## src/rtl/mem_arbiter.sv

```systemverilog
// Two-requester arbiter/sequencer for memory_unit: round-robin with optional lock and busy timeout.
// Issue-to-ack latency 4 cycles + memory busy time; requesters hold req until their one-cycle ack.
module mem_arbiter #(
  parameter int ADDR_WIDTH = 10,
  parameter int DATA_WIDTH = 64,
  parameter int TIMEOUT    = 1024
) (
  input  logic                  clk,
  input  logic                  rst,
  input  logic                  req_a,
  input  logic                  req_b,
  input  logic                  lock_a,
  input  logic                  lock_b,
  input  logic [1:0]            func_a,
  input  logic [1:0]            func_b,
  input  logic [ADDR_WIDTH-1:0] addr1_a,
  input  logic [ADDR_WIDTH-1:0] addr2_a,
  input  logic [ADDR_WIDTH-1:0] addr1_b,
  input  logic [ADDR_WIDTH-1:0] addr2_b,
  input  logic [DATA_WIDTH-1:0] wdata_a,
  input  logic [DATA_WIDTH-1:0] wdata_b,
  output logic                  ack_a,
  output logic                  ack_b,
  output logic [DATA_WIDTH-1:0] rdata1,
  output logic [DATA_WIDTH-1:0] rdata2,
  output logic                  owner,
  output logic [1:0]            mem_func,
  output logic                  mem_execute,
  output logic [ADDR_WIDTH-1:0] mem_address1,
  output logic [ADDR_WIDTH-1:0] mem_address2,
  output logic [DATA_WIDTH-1:0] mem_write_data,
  input  logic                  mem_ready,
  input  logic [DATA_WIDTH-1:0] mem_read_data1,
  input  logic [DATA_WIDTH-1:0] mem_read_data2,
  output logic                  timeout_err
);

  localparam int            CW      = $clog2(TIMEOUT + 1);
  localparam logic [CW-1:0] CNT_MAX = CW'(TIMEOUT - 1);

  typedef enum logic [2:0] {IDLE, ISSUE, WAIT_BUSY, WAIT_DONE, RESP} state_t;

  state_t        state;
  logic          locked;
  logic          rr_next;
  logic [CW-1:0] cnt;

  logic want_a, want_b, pick_b;

  // While locked, only the current owner may win; the other request is ignored.
  assign want_a = req_a & (~locked | ~owner);
  assign want_b = req_b & (~locked | owner);
  assign pick_b = (want_a & want_b) ? rr_next : want_b;

  always_ff @(posedge clk or posedge rst) begin
    if (rst) begin
      state          <= IDLE;
      mem_func       <= '0;
      mem_execute    <= 1'b0;
      mem_address1   <= '0;
      mem_address2   <= '0;
      mem_write_data <= '0;
      ack_a          <= 1'b0;
      ack_b          <= 1'b0;
      rdata1         <= '0;
      rdata2         <= '0;
      owner          <= 1'b0;
      timeout_err    <= 1'b0;
      locked         <= 1'b0;
      rr_next        <= 1'b0;
      cnt            <= '0;
    end else begin
      ack_a       <= 1'b0;
      ack_b       <= 1'b0;
      mem_execute <= 1'b0;
      case (state)
        IDLE: begin
          // A timeout ack lands in IDLE; requests are sampled only after it.
          if (mem_ready && !ack_a && !ack_b && (want_a || want_b)) begin
            owner          <= pick_b;
            mem_execute    <= 1'b1;
            mem_func       <= pick_b ? func_b  : func_a;
            mem_address1   <= pick_b ? addr1_b : addr1_a;
            mem_address2   <= pick_b ? addr2_b : addr2_a;
            mem_write_data <= pick_b ? wdata_b : wdata_a;
            state          <= ISSUE;
          end
        end
        ISSUE: begin
          cnt   <= '0;
          state <= WAIT_BUSY;
        end
        WAIT_BUSY, WAIT_DONE: begin
          if (state == WAIT_DONE && mem_ready) begin
            rdata1 <= mem_read_data1;
            rdata2 <= mem_read_data2;
            ack_a  <= ~owner;
            ack_b  <= owner;
            state  <= RESP;
          end else if (cnt == CNT_MAX) begin
            timeout_err    <= 1'b1;
            rdata1         <= '0;
            rdata2         <= '0;
            ack_a          <= ~owner;
            ack_b          <= owner;
            locked         <= 1'b0;
            rr_next        <= ~owner;
            mem_func       <= '0;
            mem_address1   <= '0;
            mem_address2   <= '0;
            mem_write_data <= '0;
            state          <= IDLE;
          end else begin
            cnt <= cnt + 1'b1;
            if (state == WAIT_BUSY && !mem_ready) state <= WAIT_DONE;
          end
        end
        RESP: begin
          locked         <= owner ? lock_b : lock_a;
          rr_next        <= ~owner;
          mem_func       <= '0;
          mem_address1   <= '0;
          mem_address2   <= '0;
          mem_write_data <= '0;
          state          <= IDLE;
        end
        default: state <= IDLE;
      endcase
    end
  end

endmodule

```

## config.mk

```make
export PLATFORM = sky130hd
export DESIGN_NAME = mem_arbiter
export DESIGN_NICKNAME = d
export VERILOG_FILES = /design/src/rtl/mem_arbiter.sv
export SDC_FILE = /design/constraint.sdc
export NUM_CORES = 1
export LEC_CHECK = 0
export CAP_MARGIN = 10
export CORE_AREA = 10 10 197 199
export DETAILED_ROUTE_END_ITERATION = 10
export DIE_AREA = 0 0 207 209
export DONT_BUFFER_PORTS = 1
export PLACE_DENSITY = 0.39
export SLEW_MARGIN = 20
export SYNTH_ARGS = -nofsm -noshare
export SYNTH_HDL_FRONTEND = slang
export SYNTH_SLANG_ARGS = --single-unit
```

## constraint.sdc

```tcl
create_clock -name clk -period 10 [get_ports clk]
set_clock_uncertainty 0.1 [all_clocks]
set_input_delay 1.5 -clock clk [delete_from_list [all_inputs] [get_ports clk]]
set_output_delay 1.5 -clock clk [all_outputs]
set_load 0.02 [all_outputs]
```

## After elaboration in Yosys (flattened, before gate mapping)

Index checks and enable logic that the tools add are counted.

- Add/subtract/negate cells: 1
- Equality and inequality tests: 10
- Multiplexer cells: 44
- Bitwise operators: 8
- Reductions and logical operators: 22

Operators with widths:

| cell | number |
|---|---|
| $mux W64 | 6 |
| $pmux W64 S3 | 1 |
| $mux W10 | 6 |
| $pmux W10 S3 | 2 |
| $mux W11 | 2 |
| $pmux W11 S2 | 1 |
| $mux W1 | 14 |
| $mux W3 | 4 |
| $add A11 B1 Y11 const B | 1 |
| $eq A11 B10 Y1 const B | 1 |
| $pmux W3 S3 | 1 |
| $reduce_and A3 Y1 | 3 |
| $mux W2 | 4 |
| $ne A2 B2 Y1 const B | 4 |
| $eq A3 B2 Y1 const B | 2 |
| $pmux W2 S3 | 1 |
| $reduce_and A2 Y1 | 3 |
| $reduce_bool A2 Y1 | 3 |
| $logic_and A1 B1 Y1 | 5 |
| $ne A4 B4 Y1 const B | 1 |
| $pmux W1 S2 | 2 |
| $reduce_and A4 Y1 | 1 |
| $and A1 B1 Y1 | 3 |
| $eq A3 B1 Y1 const B | 1 |
| other kinds (8) | 13 |

- Register bits after elaboration: 235
- Output and inout port bits: 219
- Word-level logic and storage cells: 100

## Longest topological paths before layout

- Depth in word-level cells: 8
- Mapped depth: 7

## Worst setup path before layout

OpenSTA, ideal clock, no wires.

- Kind: input port to flip-flop
- Start point: input req_a
- End point: register mem_write_data[10]
- Data arrival time: 2.687 ns
- Data required time: 9.768 ns
- Setup slack: 7.082 ns
- Cell stages on the path: 7
- Path buffers: 3
- Cells stage by stage: or3b_1 o211ai_1 buf_2 buf_6 clkbuf_4 mux2i_1 o2bb2ai_1

- Longest elaborated chain between the ends: 6
- Elaborated cells on any way between the ends: 10

RTL lines:

| item | line | text |
|---|---|---|
| from (decl) | 10 | `input logic req_a,` |
| $and A1 B1 Y1 * | 51 | `assign want_a = req_a & (~locked \| ~owner);` |
| $and A1 B1 Y1 | 53 | `assign pick_b = (want_a & want_b) ? rr_next : want_b;` |
| $mux W1 | 53 |  |
| $mux W64 | 85 | `mem_write_data <= pick_b ? wdata_b : wdata_a;` |
| $mux W64 | 79 | `if (mem_ready && !ack_a && !ack_b && (want_a \|\| want_b)) begin` |
| $pmux W64 S3 | 76 | `case (state)` |
| to (signal assigned) | 85 |  |
| to (decl) | 31 | `output logic [DATA_WIDTH-1:0] mem_write_data,` |

Every way passes the cells marked *; elsewhere a longest branch is shown, timed or not. The select of a mux whose other input is x is not followed.
A chain may end at the register's enable or synchronous reset.

## Final worst setup path

- Start point: input req_a
- End point: register mem_write_data[4]

The elaborated chain is that of the path after synthesis.

==> flow_summary.toml <==
[outcome]
status = "finished, final reports clean"

[die]
fp.dieW_um = 207
ios = 526
dieArea_mm2 = 0.04326
die_h_um = 209
core_mm2 = 0.03505
rows = 69
start_util_pct = 27.17

[worst_setup_path]
critical_path.top_delay_family = "buffers and inverters"
worstSetupPathType = "in -> reg"
critical_path_arrival_ps = 3770
path_buf_inv = 2
crit_slowest_cell = "buf_4"
cp.required_ps = 10250
crit_fanout = 43
critPathMaxStageDelay_ps = 700
cp-end-kind = "register"
crit_chain = "or3b_1, o211ai_1, buf_4, buf_4, mux2i_1, o2bb2ai_1"
start_kind = "input port"
cpMostUsedCell = "buf_4"

[timing]
final_hold_viol_count = 0
slew_violations = 0
rsz0062_at_grt = "false"
finalSetupTns_ps = 0
max_freq_mhz = 284.0
maxSlewHeadroom_pct = 31.88
period_share_pct = 35.21
worstMarginPinSlew_ps = 1022
setup_viol = 0
finalCriticalPeriod_ps = 3521

[cts]
cts.sinks = 235
clk_path_buf_depth = 3
numCtsBuffers = 25
postCtsResizedCells = 0
post_cts_buffers = 0
ctsHoldBuffers = 0
htreeDepth = 1
root_buffer = "clkbuf_16"
cts.clk_slew.worst_paths_ps = 60
cts_tree = "yes"
insertion_delay_ps = 520

[synthesis]
synth_compound_area_share_pct = 21.46
synthTopCellsByArea = "dfrtp_1 62%, a22o_1 12%, mux2i_1 9.5%, o2bb2ai_1 8.0%, buf_6 1.4%"
post_synth.cell_area_avg_um2 = 13.92
async_flop_share_pct = 100.0
synth_top_family_by_area = "compound AO/OA/AOI/OAI gates"
synthFlopType = "dfrtp_1"
synth_xor_area_share_pct = 0
post-synth-top-area-cell = "dfrtp_1"
synth-seq-cells = 235
synth_seq_area_share_pct = 61.75
synth-simple-area-share_pct = 2.943
synth_mux_area_share_pct = 9.815
synth.top_cell.area_share_pct = 61.75
synth_cells = 684
synthAdderAreaFrac_pct = 0.1314
synth.cell_area_mm2 = 0.009523
synth_cell_types = 42
synth_edf_count = 0
yosys_warnings = 0
synth_nets = 992

[placement]
dp_cells = 1098
postPlaceCellArea_mm2 = 0.009899
place_congestion = 0.8345
dp_hpwl_mm = 25.02
numPortBuffers = 0

[pwr]
p_leak_nw = 5.064
peakVddDrop_v = 0.0001349
p_per_area_mw_per_mm2 = 360.7

[route]
wl_mm = 32.79
firstDrtPassIters = 4
ant_nets = 0
route.detailed.wl_per_inst_um = 28.74
vias_per_cell = 5.262
drt_iter0_markers = 301
drc_errors = 0
vias = 6004

[final_layout]
nets = 972
instances_no_fill = 1141
area_delta_synth_final_pct = 12.88
layout.cells.most_common = "dfrtp_1"
final_area_mm2 = 0.01075
final_cell_mix = "235 x dfrtp_1, 128 x a22o_1, 90 x mux2i_1, 86 x o2bb2ai_1, 25 x clkbuf_16"
diodes = 0
drive_gt1_share_pct = 8.676

[global_route]
antenna_found_initial = 1
grt_pass1_wl_mm = 47.93
overflow = 0
grt_max_degree = 114
grt_usage_pct = 14.27
grt_pass1_vias = 6480

[min_path]
hold_class = "reg -> reg"

[run]
max_cap_violations = 0
==> metrics by stage <==
step                      utilization [%]  setup WS (ps)  hold slack, ps  power (mW)
after floorplan                         -           1954           372.5       2.665
after global placement              28.24           6030           412.8       2.949
after detailed placement            28.24           5948           402.6       2.972
after CTS                           30.66           6502           417.0       3.936
after global routing                30.67           6322           434.6       4.096
final                               30.67           6479           413.1       3.877
==> power by group <==
part / internal, mW / leakage (nW) / switching (mW) / total [mW]
registers: 1.31 / 3.03 / 0.785 / 2.09
clock network: 0.585 / 0.418 / 0.356 / 0.942
logic: 0.403 / 1.61 / 0.437 / 0.841
total: 2.30 / 5.06 / 1.58 / 3.88
==> logic make-up (layout without fill, tap and decap cells) <==
kind of cell / Yosys count / count (layout)
AO/OA/AOI/OAI: 241 / 241
flip-flops: 235 / 235
multiplexers: 93 / 93
buffers and inverters: 66 / 62
AND/OR/NAND/NOR: 48 / 48
adder cells (fa/ha/maj): 1 / 1
==> state kept, by name (all words and copies together) (netlist names) <==
name	cells
state	3
ack_a	1
owner	1
mem_address1	10
rdata2	64
rdata1	64
timeout_err	1
locked	1
cnt	11
mem_write_data	64
ack_b	1
rr_next	1
mem_address2	10
mem_execute	1
mem_func	2
==> worst paths after layout <==
path	start	end	slack [ps]	depth (start not counted)
min	rr_next	rr_next	410	1
max in group asynchronous	rst	rdata2[56]	6760	3
min reg2reg	rr_next	rr_next	410	1
min in group asynchronous	rst	mem_write_data[32]	850	1
max	req_a	mem_write_data[4]	6480	6
max reg2reg	owner	mem_write_data[4]	6980	5
==> Yosys cell counts, types with 2 or more instances <==
| master | count |
|---|---|
| dfrtp_1 | 235 |
| a22o_1 | 128 |
| mux2i_1 | 90 |
| o2bb2ai_1 | 87 |
| clkbuf_1 | 25 |
| buf_2 | 15 |
| buf_6 | 12 |
| nand2_1 | 12 |
| inv_1 | 9 |
| a21oi_1 | 7 |
| nor2_1 | 7 |
| o21ai_0 | 6 |
| nor4_1 | 5 |
| or3_1 | 4 |
| buf_4 | 3 |
| mux2_2 | 3 |
| nand3_1 | 3 |
| nand4_1 | 3 |
| or4_1 | 3 |
| a22oi_1 | 2 |
| and2_1 | 2 |
| o211ai_1 | 2 |
| o31ai_1 | 2 |
==> layout make-up <==
| cell class | instances | area, um2 |
|---|---|---|
| fill | 3518 | 24300 |
| sequential | 235 | 5881 |
| multi-input combinational | 383 | 3326 |
| clock buffer | 37 | 740.7 |
| tap | 461 | 576.8 |
| clock inverter | 6 | 105.1 |
| timing repair buffer | 10 | 78.83 |
| inverter | 9 | 41.29 |
==> layer usage <==
| layer | track usage (%) | vias up | part of all wire (%) |
|---|---|---|---|
| met5 | 0 | - | 0.040 |
| met4 | 3.549 | 2 | 1.4 |
| met3 | 7.456 | 25 | 13 |
| met2 | 23.94 | 371 | 49 |
| met1 | 15.61 | 3000 | 36 |
| li1 | - | 2606 | - |
(Power assumes the default switching activity.)
